<file path="src/rtl/gobou_pkg.sv">
// Shared types and default sizes for the gobou FC engine control path.
package gobou_pkg;

  localparam int CORE_DEF  = 16;
  localparam int D_BIAS    = 4;
  localparam int D_GAP_DEF = 8;

  typedef struct packed {
    logic start;
    logic valid;
    logic stop;
  } ctrl_reg_t;

  typedef enum logic [1:0] {
    S_IDLE,
    S_RUN,
    S_GAP,
    S_DONE
  } ctrl_layer_state_t;

endpackage

</file>
<file path="src/rtl/gobou_ctrl_count.sv">
// Loadable up-counter with a compare against a runtime maximum.
module gobou_ctrl_count #(
  parameter int W = 16
) (
  input  logic         clk,
  input  logic         xrst,
  input  logic         clr,
  input  logic         inc,
  input  logic [W-1:0] max,
  output logic [W-1:0] count,
  output logic         last
);

  always_ff @(posedge clk or negedge xrst) begin
    if (!xrst) begin
      count <= '0;
    end else if (clr) begin
      count <= '0;
    end else if (inc) begin
      count <= count + W'(1);
    end
  end

  assign last = (count == max);

endmodule

</file>
<file path="src/rtl/gobou_ctrl_layer.sv">
// Layer sequencer: walks out-neuron groups of CORE and streams total_in
// input/weight reads per group, pacing groups so the downstream pipe drains.
module gobou_ctrl_layer
  import gobou_pkg::*;
#(
  parameter int CORE    = CORE_DEF,
  parameter int DIM_W   = 16,
  parameter int IADDR_W = 12,
  parameter int WADDR_W = 12,
  parameter int BADDR_W = 8,
  parameter int D_GAP   = D_GAP_DEF
) (
  input  logic               clk,
  input  logic               xrst,
  input  logic               req,
  output logic               ack,
  input  logic [DIM_W-1:0]   total_in,
  input  logic [DIM_W-1:0]   total_out,
  input  logic [IADDR_W-1:0] in_offset,
  input  logic [IADDR_W-1:0] out_offset,
  output logic [IADDR_W-1:0] img_addr,
  output logic [WADDR_W-1:0] net_addr,
  output logic [BADDR_W-1:0] bias_addr,
  output logic [IADDR_W-1:0] out_addr,
  output logic [CORE-1:0]    group_mask,
  output logic               group_done,
  output ctrl_reg_t          out_ctrl
);

  localparam int GAP_W = $clog2(D_GAP + 1);

  ctrl_layer_state_t  state;
  logic [DIM_W-1:0]   tin_q;
  logic [DIM_W-1:0]   tout_q;
  logic [IADDR_W-1:0] in_off_q;
  logic [DIM_W-1:0]   grp_max;

  logic               i_clr, i_inc, i_last;
  logic               gap_clr, gap_inc, gap_last;
  logic               grp_clr, grp_inc, grp_last;
  logic [DIM_W-1:0]   i_cnt;
  logic [GAP_W-1:0]   gap_cnt;
  logic [DIM_W-1:0]   grp_cnt;

  // Last group carries only the remainder lanes when total_out is not a multiple of CORE.
  function automatic logic [CORE-1:0] lane_mask(input logic last_grp,
                                                 input logic [DIM_W-1:0] tout);
    logic [DIM_W-1:0] rem;
    rem       = tout % DIM_W'(CORE);
    lane_mask = '1;
    if (last_grp && (rem != '0)) begin
      lane_mask = (CORE'(1) << rem) - CORE'(1);
    end
  endfunction

  assign grp_max = (tout_q - DIM_W'(1)) / DIM_W'(CORE);

  gobou_ctrl_count #(.W(DIM_W)) u_cnt_i (
    .clk(clk), .xrst(xrst), .clr(i_clr), .inc(i_inc),
    .max(tin_q - DIM_W'(1)), .count(i_cnt), .last(i_last)
  );

  gobou_ctrl_count #(.W(GAP_W)) u_cnt_gap (
    .clk(clk), .xrst(xrst), .clr(gap_clr), .inc(gap_inc),
    .max(GAP_W'(D_GAP - 1)), .count(gap_cnt), .last(gap_last)
  );

  gobou_ctrl_count #(.W(DIM_W)) u_cnt_grp (
    .clk(clk), .xrst(xrst), .clr(grp_clr), .inc(grp_inc),
    .max(grp_max), .count(grp_cnt), .last(grp_last)
  );

  always_comb begin
    i_clr   = 1'b0;
    i_inc   = 1'b0;
    gap_clr = 1'b0;
    gap_inc = 1'b0;
    grp_clr = 1'b0;
    grp_inc = 1'b0;
    case (state)
      S_IDLE: if (req) begin
        i_clr   = 1'b1;
        gap_clr = 1'b1;
        grp_clr = 1'b1;
      end
      S_RUN: begin
        if (i_last) gap_clr = 1'b1;
        else        i_inc   = 1'b1;
      end
      S_GAP: begin
        if (!gap_last) begin
          gap_inc = 1'b1;
        end else if (!grp_last) begin
          grp_inc = 1'b1;
          i_clr   = 1'b1;
        end
      end
      default: ;
    endcase
  end

  // Layer parameters are plain data captured on an accepted req.
  always_ff @(posedge clk) begin
    if (state == S_IDLE && req) begin
      tin_q    <= total_in;
      tout_q   <= total_out;
      in_off_q <= in_offset;
    end
  end

  always_ff @(posedge clk or negedge xrst) begin
    if (!xrst) begin
      state      <= S_IDLE;
      ack        <= 1'b1;
      out_ctrl   <= '0;
      img_addr   <= '0;
      net_addr   <= '0;
      bias_addr  <= '0;
      out_addr   <= '0;
      group_mask <= '0;
      group_done <= 1'b0;
    end else begin
      group_done <= 1'b0;
      case (state)
        S_IDLE: begin
          ack      <= 1'b1;
          out_ctrl <= '0;
          if (req) begin
            ack       <= 1'b0;
            img_addr  <= in_offset;
            net_addr  <= '0;
            bias_addr <= '0;
            out_addr  <= out_offset;
            if (total_in == '0 || total_out == '0) begin
              state      <= S_DONE;
              group_mask <= '0;
            end else begin
              state      <= S_RUN;
              out_ctrl   <= '{start: 1'b1, valid: 1'b1, stop: (total_in == DIM_W'(1))};
              group_mask <= lane_mask(total_out <= DIM_W'(CORE), total_out);
            end
          end
        end
        S_RUN: begin
          if (i_last) begin
            state      <= S_GAP;
            out_ctrl   <= '0;
            group_done <= (D_GAP == 1);
          end else begin
            out_ctrl <= '{start: 1'b0, valid: 1'b1,
                          stop: ((i_cnt + DIM_W'(1)) == (tin_q - DIM_W'(1)))};
            img_addr <= img_addr + IADDR_W'(1);
            net_addr <= net_addr + WADDR_W'(1);
          end
        end
        S_GAP: begin
          if (!gap_last) begin
            group_done <= ((gap_cnt + GAP_W'(1)) == GAP_W'(D_GAP - 1));
          end else if (grp_last) begin
            state <= S_DONE;
          end else begin
            // Next group re-reads the whole input vector; weights continue contiguously.
            state      <= S_RUN;
            out_ctrl   <= '{start: 1'b1, valid: 1'b1, stop: (tin_q == DIM_W'(1))};
            img_addr   <= in_off_q;
            net_addr   <= net_addr + WADDR_W'(1);
            bias_addr  <= bias_addr + BADDR_W'(1);
            out_addr   <= out_addr + IADDR_W'(CORE);
            group_mask <= lane_mask((grp_cnt + DIM_W'(1)) == grp_max, tout_q);
          end
        end
        default: begin
          state      <= S_IDLE;
          ack        <= 1'b1;
          out_ctrl   <= '0;
          img_addr   <= '0;
          net_addr   <= '0;
          bias_addr  <= '0;
          out_addr   <= '0;
          group_mask <= '0;
        end
      endcase
    end
  end

endmodule

</file>
<file path="config.mk">
export PLATFORM = sky130hd
export DESIGN_NAME = gobou_ctrl_layer
export DESIGN_NICKNAME = d
export VERILOG_FILES = /design/src/rtl/gobou_pkg.sv /design/src/rtl/gobou_ctrl_count.sv /design/src/rtl/gobou_ctrl_layer.sv
export SDC_FILE = /design/constraint.sdc
export NUM_CORES = 1
export LEC_CHECK = 0
export BUFFER_PORTS_ARGS = -buffer_cell sky130_fd_sc_hd__buf_2
export CAP_MARGIN = 15
export CORE_ASPECT_RATIO = 0.75
export CORE_MARGIN = 2
export CORE_UTILIZATION = 32
export DETAILED_ROUTE_END_ITERATION = 10
export GPL_ROUTABILITY_DRIVEN = 0
export PLACE_DENSITY = 0.6
export SLEW_MARGIN = 15
export SYNTH_ARGS = -nofsm -noshare
export SYNTH_HDL_FRONTEND = slang
export SYNTH_HIERARCHICAL = 1
export SYNTH_SLANG_ARGS = --single-unit
</file>
<file path="constraint.sdc">
create_clock -name clk -period 5 [get_ports clk]
set_clock_uncertainty 0.15 [all_clocks]
set_input_delay 1 -clock clk [delete_from_list [all_inputs] [get_ports clk]]
set_output_delay 1 -clock clk [all_outputs]
set_load 0.05 [all_outputs]
</file>
==> results of run 1 <==
==> flip-flops by register name (all words and copies together), names as in the netlist, 12 cells and up <==
signal / cells
net_addr: 12
group_mask: 16
tout_q: 16
u_cnt_i/count: 16
img_addr: 12
out_addr: 12
u_cnt_grp/count: 16
in_off_q: 12
tin_q: 16
==> routing by layer <==
metal	vias to the layer above	share of wire, %	global-route usage [%]
met4	0	1.2	4.237
met2	253	41	23.43
met3	18	7.0	5.004
li1	3884	-	-
met5	-	0	0
met1	3921	51	27.62
==> worst max path at each step <==
stage	cells after the start	endpoint	from	slack (ns)
final	14	net_addr[10]	tout_q[2]	0.39
after global routing	14	net_addr[10]	tout_q[2]	0.02
after CTS	14	net_addr[10]	tout_q[2]	0.42
after detailed placement	15	net_addr[11]	tout_q[2]	0.46
after global placement	15	net_addr[11]	tout_q[2]	0.61
after floorplan	17	u_cnt_i/count[14]	tout_q[0]	0.93
==> kinds of logic after synthesis <==
group           Yosys count  share of synthesized area (%)
flops                   147                          41.48
fa+ha+maj                17                          2.262
simple gates            400                          22.29
compound gates          210                          15.06
buf+inv                  75                          3.579
mux                      17                          2.049
xor+xnor                136                          13.20
other cells               2                        0.07987
==> cell type report <==
class                   count  area, um^2
multi-input cells         788        5191
clock buffers              19       464.2
flip-flops and latches    147        3900
fillers                  2928       18010
repair buffers            139       738.2
well taps                 392       490.5
clock inverters            13       98.84
inverters                  24       90.09
==> cell usage in the layout, fill, tap and decap left out, drive strengths merged, types with 8 or more instances in the layout <==
cell / Yosys / layout
and2: 9 / 9
ha: 17 / 17
a21o: 8 / 8
dfrtp: 102 / 102
clkinv: 1 / 9
buf: 17 / 139
or3: 9 / 9
o21ai: 67 / 67
and3: 21 / 21
o31ai: 13 / 13
nor2: 90 / 90
conb: 2 / 8
a31oi: 13 / 13
mux2i: 11 / 11
a41o: 8 / 8
xor2: 39 / 39
nand2: 88 / 88
nor2b: 15 / 15
or4: 10 / 10
inv: 23 / 27
nand3: 46 / 46
nor3: 31 / 31
nand4: 26 / 26
nand2b: 8 / 8
xnor2: 94 / 94
clkbuf: 34 / 19
edfxtp: 44 / 44
a21oi: 43 / 43
nor4: 28 / 28
a221oi: 10 / 10
==> power by group <==
part	internal (uW)	switching [uW]	total, uW
clock	682	551	1230
combinational	772	1770	2540
sequential	1550	340	1890
==> stage by stage <==
| step | hold WS, ns | util, % | total power, uW |
|---|---|---|---|
| 3_5_place_dp | 0.3285 | 35.91 | 4427 |
| 2_1_floorplan | 0.3123 | - | 3693 |
| 6_report | 0.3343 | 37.86 | 5663 |
| 3_3_place_gp | 0.3174 | 35.91 | 4403 |
| 5_1_grt | 0.3678 | 37.86 | 6009 |
| 4_1_cts | 0.3445 | 37.86 | 5685 |
==> worst min-delay path, stage by stage (launching register included) <==
cell,delay (ns)
dfrtp_1,0.34
nand2_1,0.05
o21ai_0,0.06
==> qor.yml, run 1 <==
outcome:
  status: "finished clean"
final_layout:
  antenna-diode-count: 0
  finish.cell_count_without_fillers: 1522
  final_net_count: 1193
  proportion_of_layout_cells_with_a_drive_suffix_above_1_pct: 18.76
  area_growth_syn_to_layout_pct: 16.70
  fin_area_mm2: 0.01097
synthesis:
  synth_top_cell_by_area: "dfrtp_1"
  cell_area_after_synthesis_mm2: 0.009403
  post_synth_inst_count: 1004
  synthesis.area_per_instance_um2: 9.365
  synth_warnings: 6
  synth_seq_cells: 147
  synth_top_cells_by_count: "dfrtp_1 (102), xnor2_1 (93), nor2_1 (90)"
  synth_enable_flop_cells: 44
  synth.lib_cells_used.distinct: 77
  synth_sequential_area_ratio_pct: 41.48
  async_flop_share_pct: 70.07
  synthTopCellsByArea: "dfrtp_1 (27%), edfxtp_1 (14%), xnor2_1 (8.7%)"
  postSynth.topFlopCell: "dfrtp_1"
  synth.most_common_cell: "dfrtp_1"
  yosys.area.top_type_share_pct: 27.15
worst_setup_path:
  cp_slowest_cell: "edfxtp_1"
  nature_of_the_critical_path_startpoint: "flip-flop"
  r2r_cells: 14
  critical-path-max-stage-delay_ns: 0.57
  worstPathRequired_ns: 5.17
  cp_max_fo: 12
  path_cells: "nor4_4 > inv_2 > or4_4 > nor3_1 > xor2_1 > xnor2_1 > nand4_1 > nor4_1 > nand2b_1 > nand2_1 > and3_1 > nand2_1 > or2_2 > o31ai_1"
  reg2reg_from: "tout_q[2]"
  timing.critical_path.mode_cell: "nand2_1"
  timing.reg2reg.setup_slack_ns: 0.39
  cp_data_arrival_time_ns: 4.77
  path_delay_family: "simple AND/OR/NAND/NOR gates"
  endpoint_kind: "flip-flop"
  timing.rr.end: "net_addr[10]"
  worst-path-buf-inv: 1
  crit_type: "reg -> reg"
worst_hold_path:
  worstHoldPathCells: 2
  timing.hold.worst.start: "out_ctrl[2]"
  min-delay-path-class: "reg -> reg"
  hold_end: "out_ctrl[2]"
placement:
  port_buffers: 123
  placement.setup.worst_slack_ns: 0.4601
  place_area_mm2: 0.01041
  place_hpwl_um: 19790
  post-place-cells: 1490
sta:
  layout_worst_path_cycle_share_pct: 92.15
  grt_setup_unrepaired: "no"
  finalSetupViolations: 0
  final-hold-violation-count: 0
  setup_tns_ns: 0
  slew_headroom_pct: 35.40
  fin_crit_ns: 4.607
  postLayoutSetupSlackWorst_ns: 0.3927
  timing_worst_slew_pin_value_ns: 0.9690
  slew_viol_final: 0
  achievable-frequency_ghz: 0.2170
clocking:
  numCtsBuffers: 17
  clk_sink_count: 147
  cts-hold-fix-buffers: 0
  post_cts.resized_instances: 0
  root_buffer: "clkbuf_16"
  htree_levels: 4
  tritoncts_clock_tree: "yes"
  cts_setup_buffers: 0
  clock_slew_at_the_register_clock_pins_of_the_worst_setup_and_hold_paths_ns: 0.07
  cts-root-to-sink-buffers: 2
  worstSkewPairLatency_ns: 0.44
routing:
  drcViolationCount: 0
  detailedRoute.firstPassIterationCount: 5
  wire_length_per_cell_um: 17.65
  drt_iter0_markers: 700
  detail_route.vias_per_cell: 5.306
  ant_nets: 0
  finalWirelength_um: 26870
  routed-via-count: 8076
pwr:
  ir_worst_vdd_uv: 351.1
  power_density_mw_per_mm2: 516.1
  leakagePower_uw: 0.004447
global_routing:
  gr-total-overflow: 0
  pin_count_of_the_biggest_net_entering_global_routing: 59
  via_count_of_the_first_global_routing_pass: 7503
  globalRouteTotalUtil_pct: 17.66
  antenna_found_initial: 0
  grt_first_pass_wirelength_um: 42880
die:
  floorplan.core_area_mm2: 0.02899
  height_of_the_chip_um: 152.5
  initial_utilization_pct: 32.44
  row_count: 54
  chipWidth_um: 201.9
  design.portCount: 124
  die-area_mm2: 0.03079
run:
  maxCapViolCount: 0
(Power assumes the default switching activity.)
==> run 2, diff against run 1 <==
ABC_CLOCK_PERIOD_IN_PS = 5000   (was unset)
CTS_BUF_LIST = sky130_fd_sc_hd__clkbuf_2 sky130_fd_sc_hd__clkbuf_4 sky130_fd_sc_hd__clkbuf_8   (was unset)
SLEW_MARGIN = 20   (was 15)
==> qor.yml, run 2 (synthesized netlist as in run 1, its figures left out) <==
routing:
  detailedRoute.firstPassIterationCount: 5
  detail_route.vias_per_cell: 5.292
  ant_nets: 0
  drcViolationCount: 0
  wire_length_per_cell_um: 17.48
  finalWirelength_um: 26610
  drt_iter0_markers: 655
  routed-via-count: 8054
die:
  height_of_the_chip_um: 152.5
  chipWidth_um: 201.9
  design.portCount: 124
  initial_utilization_pct: 32.44
  row_count: 54
  floorplan.core_area_mm2: 0.02899
  die-area_mm2: 0.03079
sta:
  slew_headroom_pct: 35.45
  final-hold-violation-count: 0
  finalSetupViolations: 0
  slew_viol_final: 0
  achievable-frequency_ghz: 0.2173
  layout_worst_path_cycle_share_pct: 92.03
  postLayoutSetupSlackWorst_ns: 0.3985
  setup_tns_ns: 0
  hold_ws_ns: 0.3416
  grt_setup_unrepaired: "no"
  fin_crit_ns: 4.601
  timing_worst_slew_pin_value_ns: 0.9683
clocking:
  clk_sink_count: 147
  htree_levels: 4
  numCtsBuffers: 17
  cts-hold-fix-buffers: 0
  worstSkewPairLatency_ns: 0.48
  clock_slew_at_the_register_clock_pins_of_the_worst_setup_and_hold_paths_ns: 0.09
  cts-root-to-sink-buffers: 2
  cts_setup_buffers: 0
  tritoncts_clock_tree: "yes"
  post_cts.resized_instances: 0
  root_buffer: "clkbuf_8"
pwr:
  leakagePower_uw: 0.004361
  ir_worst_vdd_uv: 268.3
  finalPower_uw: 5336
  power_density_mw_per_mm2: 494.7
worst_setup_path:
  nature_of_the_critical_path_startpoint: "flip-flop"
  worstPathRequired_ns: 5.20
  cp_slowest_cell: "edfxtp_1"
  critical-path-max-stage-delay_ns: 0.58
  timing.critical_path.mode_cell: "nand2_1"
  path_cells: "nor4_4 > inv_2 > or4_4 > nor3_1 > xor2_1 > xnor2_1 > nand4_1 > nor4_1 > nand2b_1 > nand2_1 > and3_1 > nand2_1 > or2_2 > o31ai_1"
  crit_type: "reg -> reg"
  r2r_cells: 14
  endpoint_kind: "flip-flop"
  worst-path-buf-inv: 1
  cp_max_fo: 12
  cp_data_arrival_time_ns: 4.81
  crit_path_depth: 14
  path_delay_family: "simple AND/OR/NAND/NOR gates"
worst_hold_path:
  worstHoldPathCells: 2
  min-delay-path-class: "reg -> reg"
placement:
  placement.setup.worst_slack_ns: 0.4601
  post-place-cells: 1490
  place_hpwl_um: 19790
  port_buffers: 123
final_layout:
  finish.cell_count_without_fillers: 1522
  proportion_of_layout_cells_with_a_drive_suffix_above_1_pct: 18.76
  antenna-diode-count: 0
  area_growth_syn_to_layout_pct: 14.72
  n_fill_cell: 2949
  final_cell_mix: "buf_2 (122), dfrtp_1 (102), xnor2_1 (93), nor2_1 (89), nand2_1 (88)"
  final_common_cell: "buf_2"
  final_net_count: 1193
global_routing:
  grt_first_pass_wirelength_um: 42730
  antenna_found_initial: 0
  gr-total-overflow: 0
  via_count_of_the_first_global_routing_pass: 7480
  pin_count_of_the_biggest_net_entering_global_routing: 59
  globalRouteTotalUtil_pct: 17.52
run:
  maxCapViolCount: 0
outcome:
  status: "finished clean"
## run 2: cell count changes in the layout (fill, tap and decap cells not counted)
cell / delta
clkbuf_16: -18
clkbuf_8: +17
bufinv_16: +1
## run 2: area by class of cell
cell class	instances	area, um^2	share of cell area (%)
flip-flops and latches	147	3900	36.16
clock inverters	14	128.9	1.195
multi-input cells	788	5191	48.13
clock buffers	18	247.7	2.297
repair buffers	139	738.2	6.844
well taps	392	490.5	4.547
inverters	24	90.09	0.8352
## run 2: report_power, final
part	switching, uW	internal (uW)
Clock	510	411
Sequential	339	1550
Combinational	1760	771
Total	2610	2730
## run 2: final timing paths
check                       startpoint                end  slack (ns)
min reg2reg                out_ctrl[2]        out_ctrl[2]        0.34
max in group asynchronous         xrst           state[0]        3.40
min in group asynchronous         xrst  u_cnt_i/count[12]        0.45
max                          tout_q[2]       net_addr[10]        0.40
min                        out_ctrl[2]        out_ctrl[2]        0.34
max reg2reg                  tout_q[2]       net_addr[10]        0.40
## run 2: stage by stage
stage | cell area, um^2 | utilization [%]
finish | 10790 | 37.21
global route | 10790 | 37.21
CTS | 10790 | 37.21
detailed placement | 10410 | 35.91
global placement | 10410 | 35.91
floorplan | 9425 | -
## run 2: worst min-delay path: stages (launching register included)
cell	delay (ns)
dfrtp_1	0.35
nand2_1	0.05
o21ai_0	0.06
## run 2: per-layer routing
layer / up-vias / share of wire (%) / track usage (%)
li1: 3878 / - / -
met1: 3901 / 51 / 27.57
met2: 255 / 40 / 23.27
met3: 20 / 7.2 / 4.363
met4: 0 / 1.4 / 4.692
met5: - / 0 / 0
==> run 3, diff against run 2 <==
CORE_UTILIZATION = 35   (was 32)
PLACE_DENSITY = 0.55   (was 0.6)
==> qor.yml, run 3 (synthesized netlist as in run 1, its figures left out) <==
placement:
  place_hpwl_um: 18890
  port_buffers: 123
die:
  row_count: 51
  floorplan.core_area_mm2: 0.02616
  die-area_mm2: 0.02821
  height_of_the_chip_um: 145.9
  initial_utilization_pct: 35.94
  design.portCount: 124
  chipWidth_um: 193.3
sta:
  timing_worst_slew_pin_value_ns: 1.054
  finalSetupViolations: 0
  slew_headroom_pct: 29.45
  grt_setup_unrepaired: "no"
  hold_ws_ns: 0.3321
  final-hold-violation-count: 0
  achievable-frequency_ghz: 0.2169
  slew_viol_final: 0
  layout_worst_path_cycle_share_pct: 92.21
  setup_tns_ns: 0
  fin_crit_ns: 4.611
global_routing:
  globalRouteTotalUtil_pct: 18.77
  via_count_of_the_first_global_routing_pass: 7468
  gr-total-overflow: 0
  antenna_found_initial: 0
  grt_first_pass_wirelength_um: 42500
  pin_count_of_the_biggest_net_entering_global_routing: 53
worst_setup_path:
  cp_max_fo: 10
  crit_type: "reg -> reg"
  endpoint_kind: "flip-flop"
  nature_of_the_critical_path_startpoint: "flip-flop"
  worstPathRequired_ns: 5.20
  cp_data_arrival_time_ns: 4.82
routing:
  drcViolationCount: 0
  drt_iter0_markers: 710
  routed-via-count: 8067
  ant_nets: 0
  finalWirelength_um: 26610
  detail_route.vias_per_cell: 5.465
  wire_length_per_cell_um: 18.03
  detailedRoute.firstPassIterationCount: 5
worst_hold_path:
  min-delay-path-class: "reg -> reg"
clocking:
  cts_setup_buffers: 0
  clk_sink_count: 147
  clock_slew_at_the_register_clock_pins_of_the_worst_setup_and_hold_paths_ns: 0.09
  htree_levels: 4
  worstSkewPairLatency_ns: 0.48
  numCtsBuffers: 17
  tritoncts_clock_tree: "yes"
  cts-root-to-sink-buffers: 2
  root_buffer: "clkbuf_8"
  post_cts.resized_instances: 0
  cts-hold-fix-buffers: 0
final_layout:
  final_cell_mix: "buf_2 (122), dfrtp_1 (102), xnor2_1 (93), nor2_1 (89), nand2_1 (88)"
  proportion_of_layout_cells_with_a_drive_suffix_above_1_pct: 18.90
  final_net_count: 1195
  area_growth_syn_to_layout_pct: 14.33
  antenna-diode-count: 0
  final_common_cell: "buf_2"
run:
  maxCapViolCount: 0
outcome:
  status: "finished clean"
pwr:
  ir_worst_vdd_uv: 287.7
  leakagePower_uw: 0.004375
  power_density_mw_per_mm2: 498.3
## run 3: cell types whose count changed in the layout (fill, tap and decap cells not counted), sizes merged
| cell | previous run | this run |
|---|---|---|
| clkinv | 9 | 7 |
| clkbuf | 18 | 19 |
| buf | 139 | 141 |
| inv | 27 | 28 |
## run 3: cell type report
type                       count  area [um^2]
clock buffer                  19        261.5
clock inverter                13        123.9
fill                        2635        15410
inverter                      24        90.09
multi-input combinational    788         5191
sequential                   147         3900
tap                          344        430.4
timing repair buffer         141        753.2
## run 3: stage by stage
| step | power [uW] | cells | util [%] | setup WS, ns | instance area, um^2 |
|---|---|---|---|---|---|
| 3_3_place_gp | 4409 | 1444 | 39.62 | 0.5843 | 10360 |
| 3_5_place_dp | 4423 | 1444 | 39.62 | 0.4310 | 10360 |
| 5_1_grt | 5703 | 1476 | 41.09 | 0.09590 | 10750 |
| 6_report | 5357 | 1476 | 41.09 | 0.3893 | 10750 |
| 2_1_floorplan | 3693 | 1010 | - | 0.9303 | 9425 |
| 4_1_cts | 5387 | 1476 | 41.09 | 0.3895 | 10750 |
## run 3: worst max-delay path, stage by stage (launching register included)
cell and delay (ns):
edfxtp_1 0.56, nor4_4 0.48, inv_2 0.13, or4_4 0.56, nor3_1 0.41, xor2_1 0.22
xnor2_1 0.14, nand4_1 0.11, nor4_1 0.38, nand2b_1 0.28, o21ai_1 0.18, o211ai_1 0.44
nor4_4 0.07, nand3_2 0.09, mux2_4 0.29
## run 3: worst paths after layout
path / startpoint / endpoint / slack (ns) / depth (start not counted)
worst min register to register: out_ctrl[1] / out_ctrl[1] / 0.33 / 2
worst max-delay path: tout_q[0] / u_cnt_i/count[14] / 0.39 / 14
worst max register to register: tout_q[0] / u_cnt_i/count[14] / 0.39 / 14
max in group asynchronous: xrst / u_cnt_grp/count[7] / 3.37 / 2
worst min-delay path: out_ctrl[1] / out_ctrl[1] / 0.33 / 2
min in group asynchronous: xrst / group_mask[13] / 0.42 / 1
## run 3: report_power, final
part	switching [uW]	internal, uW
sequential	311	1550
combinational	1780	772
clock	519	427
## run 3: layer usage
metal  track usage (%)  vias to the layer above  wire length [um]  part of all wire (%)
met2             27.63                      217             11480                    43
met4             3.817                        0               233                  0.88
met3             3.963                       15              1334                   5.0
li1                  -                     3894                 -                     -
met1             28.18                     3941             13560                    51
met5                 0                        -                 0                     0
